$ cat config.mk
export PLATFORM = sky130hd
export DESIGN_NAME = sdram_port_arbiter
export DESIGN_NICKNAME = d
export VERILOG_FILES = /design/src/rtl/sdram_arb_pkg.sv /design/src/rtl/sdram_tag_fifo.sv /design/src/rtl/sdram_port_arbiter.sv
export SDC_FILE = /design/constraint.sdc
export NUM_CORES = 1
export LEC_CHECK = 0
export CELL_PAD_IN_SITES_DETAIL_PLACEMENT = 0
export CELL_PAD_IN_SITES_GLOBAL_PLACEMENT = 2
export CORE_MARGIN = 1.5
export CORE_UTILIZATION = 24
export DETAILED_ROUTE_END_ITERATION = 16
export GPL_TIMING_DRIVEN = 0
export HOLD_SLACK_MARGIN = 0.03
export PLACE_DENSITY = 0.82
export SETUP_SLACK_MARGIN = 0.02
export SLEW_MARGIN = 20
export SYNTH_ARGS = -nofsm -noshare
export SYNTH_HDL_FRONTEND = slang
export SYNTH_SLANG_ARGS = --single-unit
$ cat constraint.sdc
create_clock -name clk -period 3.8 [get_ports clk]
set_clock_uncertainty 0.2 [all_clocks]
set_input_delay 0.76 -clock clk [delete_from_list [all_inputs] [get_ports clk]]
set_output_delay 0.76 -clock clk [all_outputs]
set_load 0.05 [all_outputs]
$ cat src/rtl/sdram_arb_pkg.sv
// Shared types and constants for the two-port SDRAM arbiter and its read-tag FIFO.
package sdram_arb_pkg;

  typedef enum logic [1:0] {
    IDLE = 2'd0,
    OWN0 = 2'd1,
    OWN1 = 2'd2
  } arb_state_e;

  // Owner id carried per outstanding read: 0 = video port, 1 = CPU port.
  typedef logic owner_t;

  // Gnt-to-data latency of SDRAM_ctrl (CL2 pipeline).
  localparam int TRL    = 4;
  localparam int AW_DEF = 22;
  localparam int DW_DEF = 16;

endpackage

$ cat src/rtl/sdram_tag_fifo.sv
// 1-bit-wide synchronous FIFO holding the owner id of every read still in flight.
module sdram_tag_fifo
  import sdram_arb_pkg::*;
#(
  parameter int DEPTH = 8
) (
  input  logic   clk,
  input  logic   reset,
  input  logic   i_push,
  input  owner_t i_din,
  input  logic   i_pop,
  output owner_t o_dout,
  output logic   o_full,
  output logic   o_empty
);

  localparam int PW = $clog2(DEPTH);

  logic [PW:0]      r_wptr;
  logic [PW:0]      r_rptr;
  logic [DEPTH-1:0] r_mem;
  logic             w_do_push;
  logic             w_do_pop;

  assign o_empty = (r_wptr == r_rptr);
  assign o_full  = (r_wptr[PW] != r_rptr[PW]) && (r_wptr[PW-1:0] == r_rptr[PW-1:0]);
  assign o_dout  = r_mem[r_rptr[PW-1:0]];

  // A push while full is accepted only when a pop frees the slot in the same cycle.
  assign w_do_pop  = i_pop & ~o_empty;
  assign w_do_push = i_push & (~o_full | w_do_pop);

  always_ff @(posedge clk or posedge reset) begin
    if (reset) begin
      r_wptr <= '0;
      r_rptr <= '0;
      r_mem  <= '0;
    end else begin
      if (w_do_push) begin
        r_mem[r_wptr[PW-1:0]] <= i_din;
        r_wptr                <= r_wptr + 1'b1;
      end
      if (w_do_pop) begin
        r_rptr <= r_rptr + 1'b1;
      end
    end
  end

endmodule

$ cat src/rtl/sdram_port_arbiter.sv
// Two-port arbiter in front of SDRAM_ctrl: video read port 0 (priority) and CPU port 1.
// Build option ARB_FAIRNESS_EN bounds consecutive grants to one owner while the other waits.
module sdram_port_arbiter
  import sdram_arb_pkg::*;
#(
  parameter int AW        = AW_DEF,
  parameter int DW        = DW_DEF,
  parameter int TAG_DEPTH = 2 * TRL
`ifdef ARB_FAIRNESS_EN
  ,
  parameter int MAX_RUN   = 16
`endif
) (
  input  logic          clk,
  input  logic          reset,
  input  logic          p0_req,
  input  logic [AW-1:0] p0_addr,
  output logic          p0_gnt,
  output logic [DW-1:0] p0_rdata,
  output logic          p0_rvalid,
  input  logic          p1_req,
  input  logic          p1_we,
  input  logic [AW-1:0] p1_addr,
  input  logic [DW-1:0] p1_wdata,
  output logic          p1_gnt,
  output logic [DW-1:0] p1_rdata,
  output logic          p1_rvalid,
  output logic          sd_rd_req,
  input  logic          sd_rd_gnt,
  output logic          sd_wr_req,
  input  logic          sd_wr_gnt,
  output logic [AW-1:0] sd_addr,
  output logic [DW-1:0] sd_wdata,
  input  logic [DW-1:0] sd_rdata,
  input  logic          sd_rvalid,
  output logic          err_orphan
);

  // Handshake: a port holds req (and its address/data) until it sees gnt high in a cycle;
  // that cycle's rising edge is the transfer. Read data comes back as a one-cycle rvalid pulse.

  arb_state_e    r_state;
  arb_state_e    w_next;
  logic          w_gnt;
  logic          w_force;
  logic          w_skip0;
  logic          w_skip1;
  logic          w_full;
  logic          w_empty;
  owner_t        w_tag_in;
  owner_t        w_tag_out;
  logic          w_ret;
  logic          r_p0_rvalid;
  logic          r_p1_rvalid;
  logic [DW-1:0] r_p0_rdata;
  logic [DW-1:0] r_p1_rdata;
  logic          r_err;

  assign w_gnt    = sd_rd_gnt | sd_wr_gnt;
  assign w_tag_in = (r_state == OWN1);
  assign w_ret    = sd_rvalid & ~w_empty;

`ifdef ARB_FAIRNESS_EN
  localparam int RUN_W = $clog2(MAX_RUN + 1);

  logic [RUN_W-1:0] r_run;
  logic             r_skip0;
  logic             r_skip1;
  logic             w_other_req;

  assign w_other_req = (r_state == OWN0) ? p1_req :
                       (r_state == OWN1) ? p0_req : 1'b0;
  assign w_force     = w_other_req & w_gnt & (r_run == RUN_W'(MAX_RUN - 1));
  assign w_skip0     = r_skip0;
  assign w_skip1     = r_skip1;

  always_ff @(posedge clk or posedge reset) begin
    if (reset) begin
      r_run   <= '0;
      r_skip0 <= 1'b0;
      r_skip1 <= 1'b0;
    end else begin
      // The released owner is ignored for exactly the IDLE cycle that follows a forced release.
      r_skip0 <= (r_state == OWN0) & w_force;
      r_skip1 <= (r_state == OWN1) & w_force;
      if (w_next == IDLE) begin
        r_run <= '0;
      end else if (w_other_req & w_gnt) begin
        r_run <= r_run + 1'b1;
      end
    end
  end
`else
  assign w_force = 1'b0;
  assign w_skip0 = 1'b0;
  assign w_skip1 = 1'b0;
`endif

  always_ff @(posedge clk or posedge reset) begin
    if (reset) begin
      r_state <= IDLE;
    end else begin
      r_state <= w_next;
    end
  end

  // Owner passes straight through; release always goes via IDLE so the controller can precharge.
  always_comb begin
    w_next    = r_state;
    p0_gnt    = 1'b0;
    p1_gnt    = 1'b0;
    sd_rd_req = 1'b0;
    sd_wr_req = 1'b0;
    sd_addr   = '0;
    sd_wdata  = '0;
    unique case (r_state)
      IDLE: begin
        if (p0_req & ~w_skip0) begin
          w_next = OWN0;
        end else if (p1_req & ~w_skip1) begin
          w_next = OWN1;
        end
      end
      OWN0: begin
        sd_rd_req = p0_req & ~w_full;
        sd_addr   = p0_addr;
        p0_gnt    = w_gnt;
        if (!p0_req || w_force) begin
          w_next = IDLE;
        end
      end
      OWN1: begin
        sd_rd_req = p1_req & ~p1_we & ~w_full;
        sd_wr_req = p1_req & p1_we;
        sd_addr   = p1_addr;
        sd_wdata  = p1_wdata;
        p1_gnt    = w_gnt;
        if (!p1_req || w_force) begin
          w_next = IDLE;
        end
      end
      default: w_next = IDLE;
    endcase
  end

  sdram_tag_fifo #(
    .DEPTH (TAG_DEPTH)
  ) u_tag_fifo (
    .clk     (clk),
    .reset   (reset),
    .i_push  (sd_rd_gnt),
    .i_din   (w_tag_in),
    .i_pop   (sd_rvalid),
    .o_dout  (w_tag_out),
    .o_full  (w_full),
    .o_empty (w_empty)
  );

  always_ff @(posedge clk or posedge reset) begin
    if (reset) begin
      r_p0_rvalid <= 1'b0;
      r_p1_rvalid <= 1'b0;
      r_p0_rdata  <= '0;
      r_p1_rdata  <= '0;
      r_err       <= 1'b0;
    end else begin
      r_p0_rvalid <= w_ret & ~w_tag_out;
      r_p1_rvalid <= w_ret & w_tag_out;
      if (w_ret & ~w_tag_out) begin
        r_p0_rdata <= sd_rdata;
      end
      if (w_ret & w_tag_out) begin
        r_p1_rdata <= sd_rdata;
      end
      // Data with no owner on record (e.g. in flight across a reset) is dropped.
      if (sd_rvalid & w_empty) begin
        r_err <= 1'b1;
      end
    end
  end

  assign p0_rvalid  = r_p0_rvalid;
  assign p1_rvalid  = r_p1_rvalid;
  assign p0_rdata   = r_p0_rdata;
  assign p1_rdata   = r_p1_rdata;
  assign err_orphan = r_err;

endmodule

==> results.md <==
- Area share of the largest cell type after synthesis: a little under half
- Hpwl dp: roughly 6400 um
- Layout cell share with drive strength beyond 1: 15.5%
- Ys Warns: 0
- Post-Syn Nets: about 330
- Number of synthesized register bits: 53
- Routed len/inst: approximately 15 um
- Peak supply drop: 0.000257 V
- Setup bufs post-CTS: 0
- N_diodes: 0
- H-tree Lvls: 2
- Max-slew violation count: 0
- PortBufs: 160
- End of the critical path: sd_addr[2]
- Die ar.: around 0.013 sq mm
- Via count: between 2000 and 3000
- Metal-1 WL: between 3000 and 4000 um
- CTS Hold Bufs: 0
- Main synth FF type: dfrtp_1
- Critical Path RT: between 2 and 3 ns
- Initial antenna violation count: 0
- Post-Route Setup TNS: 0 ns
- Via-to-Cell Ratio: around 4.5
- Clock-pin slew on the worst setup and hold paths: 0.07 ns
- CTS tree: done
- Final hold vios: 0
- Area of the core: between 0.01 and 0.015 sq mm
- Max clock buf depth: 2
- Post-synthesis cell count: about 250
- Slew headroom: between 50% and 60%
- Met3 wire length: 724 um
- Critical Path AT: 2.60 ns
- Root buffer cell: clkbuf_16
- Worst setup margin: between 0.2 and 0.25 ns
- Ports: between 150 and 200
- CTS buffer count: 5
- Critical path class: flip-flop to output pin
- Reg2reg end: u_tag_fifo.r_mem[6]
- Critical path peak fanout: 10
- Setup Slack @ Placement: about 0.26 ns
- P_leak: around 2.4 nW
- Setup crit start kind: flip-flop
- Synth area leaders: dfrtp_1 (46%), mux2_4 (9.3%), mux2_2 (8.9%), a22oi_1 (6.0%), nor2b_1 (5.0%)
- Pin count of the biggest net entering global routing: 30
- Status: completed
- Critical path startpoint: r_state[1]
- Worst reg2reg path depth: 6
- DR top layer: met4
- Fin crit period: around 3.6 ns
- PD cells: 933 mW/mm^2
- Commonest cells post-synth: dfrtp_1 (53), a22oi_1 (23), mux2_2 (23), nor2b_1 (23), mux2_4 (18)
- First-pass GRT wire length: roughly 13000 um
- Starting Density: 25.0%
- Fin nets: 502
- Reg2Reg Setup Slack: 1.42 ns
- Starting DRT DRC Count: 78
- Total Routing Usage GR: between 10% and 20%
- Worst-margin pin slew: 0.607 ns
- Unrepaired setup endpoints after global routing: false
- Chip height: 113 um
- EDFF count, synth: 0
- Cell Area, Synth: just under 0.003 sq mm
- Clock sinks: 53
- ANT nets after route: 0
- Critical path endpoint category: output pin
- Worst-skew pair later-pin latency: around 0.29 ns
- Asr flop ratio synth: 100%
- Area growth, synth to finish: 70.9%
- Congestion Overflow GR: 0
- DRT Pass-1 Iters: 4
- Vias in the first global route: roughly 2600
- Reg-to-reg startpoint: u_tag_fifo.r_wptr[0]
- Gpl congestion: approximately 0.75
- Post-synth cell types: 35
- Avg Inst Size Synth: 11.8 sq um
- DRC Markers: 0
- Top-count cell post-synth: dfrtp_1
- FP Rows: 39
- Area leader, netlist: dfrtp_1
- Max Cap Viol: 0
- HP Class: flip-flop to flip-flop
- Period utilization: between 90% and 100%
- Met2 routed WL: ~4100 um
- Max Fclk: 281 MHz
- Register area share after synthesis: between 40% and 50%
- CTS-repair resized insts: 0
- Die X: around 110 um
- Setup violators final: 0
- WL final: slightly above 8000 um
[worst max-delay path, stage by stage (launching register included)]
cell	delay [ns]
dfrtp_1	0.41
inv_1	0.11
ha_1	0.14
clkbuf_1	0.28
clkbuf_2	0.30
a22oi_1	0.11
nor2b_1	0.14
clkdlybuf4s50_1	0.82
[cells in the final DEF, fill, tap and decap left out, types with 2 or more instances in the layout]
| cell type | count |
|---|---|
| buf_2 | 2 |
| mux4_1 | 2 |
| o21ai_0 | 6 |
| clkbuf_1 | 11 |
| dfrtp_1 | 53 |
| nor2_1 | 8 |
| nor3_1 | 3 |
| nand2b_1 | 2 |
| xor2_1 | 4 |
| ha_1 | 5 |
| mux2_2 | 23 |
| a22oi_1 | 23 |
| mux2_4 | 18 |
| nor2b_1 | 23 |
| inv_1 | 5 |
| buf_6 | 3 |
| o21ai_1 | 2 |
| and2_1 | 16 |
| and3_1 | 2 |
| clkbuf_16 | 5 |
| xnor2_1 | 7 |
| clkdlybuf4s50_1 | 135 |
| nand2_1 | 9 |
| dlymetal6s2s_1 | 25 |
| bufinv_16 | 2 |
| o211ai_1 | 3 |
[registers in the layout, indices dropped and copies added, names as in the netlist]
name,count
u_tag_fifo.r_mem,8
u_tag_fifo.r_wptr,4
p0_rvalid,1
p1_rvalid,1
p0_rdata,16
r_state,2
p1_rdata,16
u_tag_fifo.r_rptr,4
err_orphan,1
[report_power, final]
group / switching (mW) / leakage [nW] / total [mW] / internal, mW
Sequential: 0.173 / 0.642 / 1.01 / 0.834
Clock: 0.195 / 0.0938 / 0.571 / 0.376
Combinational: 1.82 / 1.67 / 3.04 / 1.22
Total: 2.19 / 2.40 / 4.62 / 2.43
[cell families (layout without fill, tap and decap cells)]
kind of cell,count (synthesis),count (layout),synth area share (%)
and+or+nand+nor,67,67,13.3
xor gates and xnor gates,11,11,3.32
buffers and inverters,23,192,3.84
AOI/OAI and AO/OA,42,42,10.8
DFF,53,53,45.8
muxes,44,44,20.9
adders and majority gates,5,5,2.16
[metrics by stage]
step	instance area [sq um]	util [%]	hold WS (ns)	power [mW]	instances
after floorplan	2900	-	0.270	3.14	245
after global routing	4950	42.6	0.305	4.87	557
after CTS	4890	42.1	0.281	4.69	557
after detailed placement	4700	40.5	0.266	4.09	549
final	4950	42.6	0.282	4.62	557
after global placement	4680	40.3	0.261	4.06	548
[final cells by class]
type	instances	area (sq um)
clock inverters	3	65.1
repair buffers	161	1680
plain buffers	17	90.1
well taps	143	179
fillers	1116	6660
inverters	6	22.5
multi-input cells	169	1460
flip-flops and latches	53	1330
clock buffers	5	125
[per-layer routing]
metal | track usage, % | vias to the layer above
li1 | - | 1199
met1 | 15.9 | 1190
met2 | 23.2 | 128
met3 | 4.12 | 2
met4 | 2.00 | 0
met5 | 0 | -
[worst min path at each step]
stage,start,endpoint,slack [ns],depth (start not counted)
2_1_floorplan,u_tag_fifo.r_mem[5],u_tag_fifo.r_mem[5],0.27,1
3_3_place_gp,err_orphan,err_orphan,0.26,1
3_5_place_dp,err_orphan,err_orphan,0.27,1
4_1_cts,err_orphan,err_orphan,0.28,1
5_1_grt,err_orphan,err_orphan,0.30,1
6_report,err_orphan,err_orphan,0.28,1
Power figures use the tool's default switching activity.
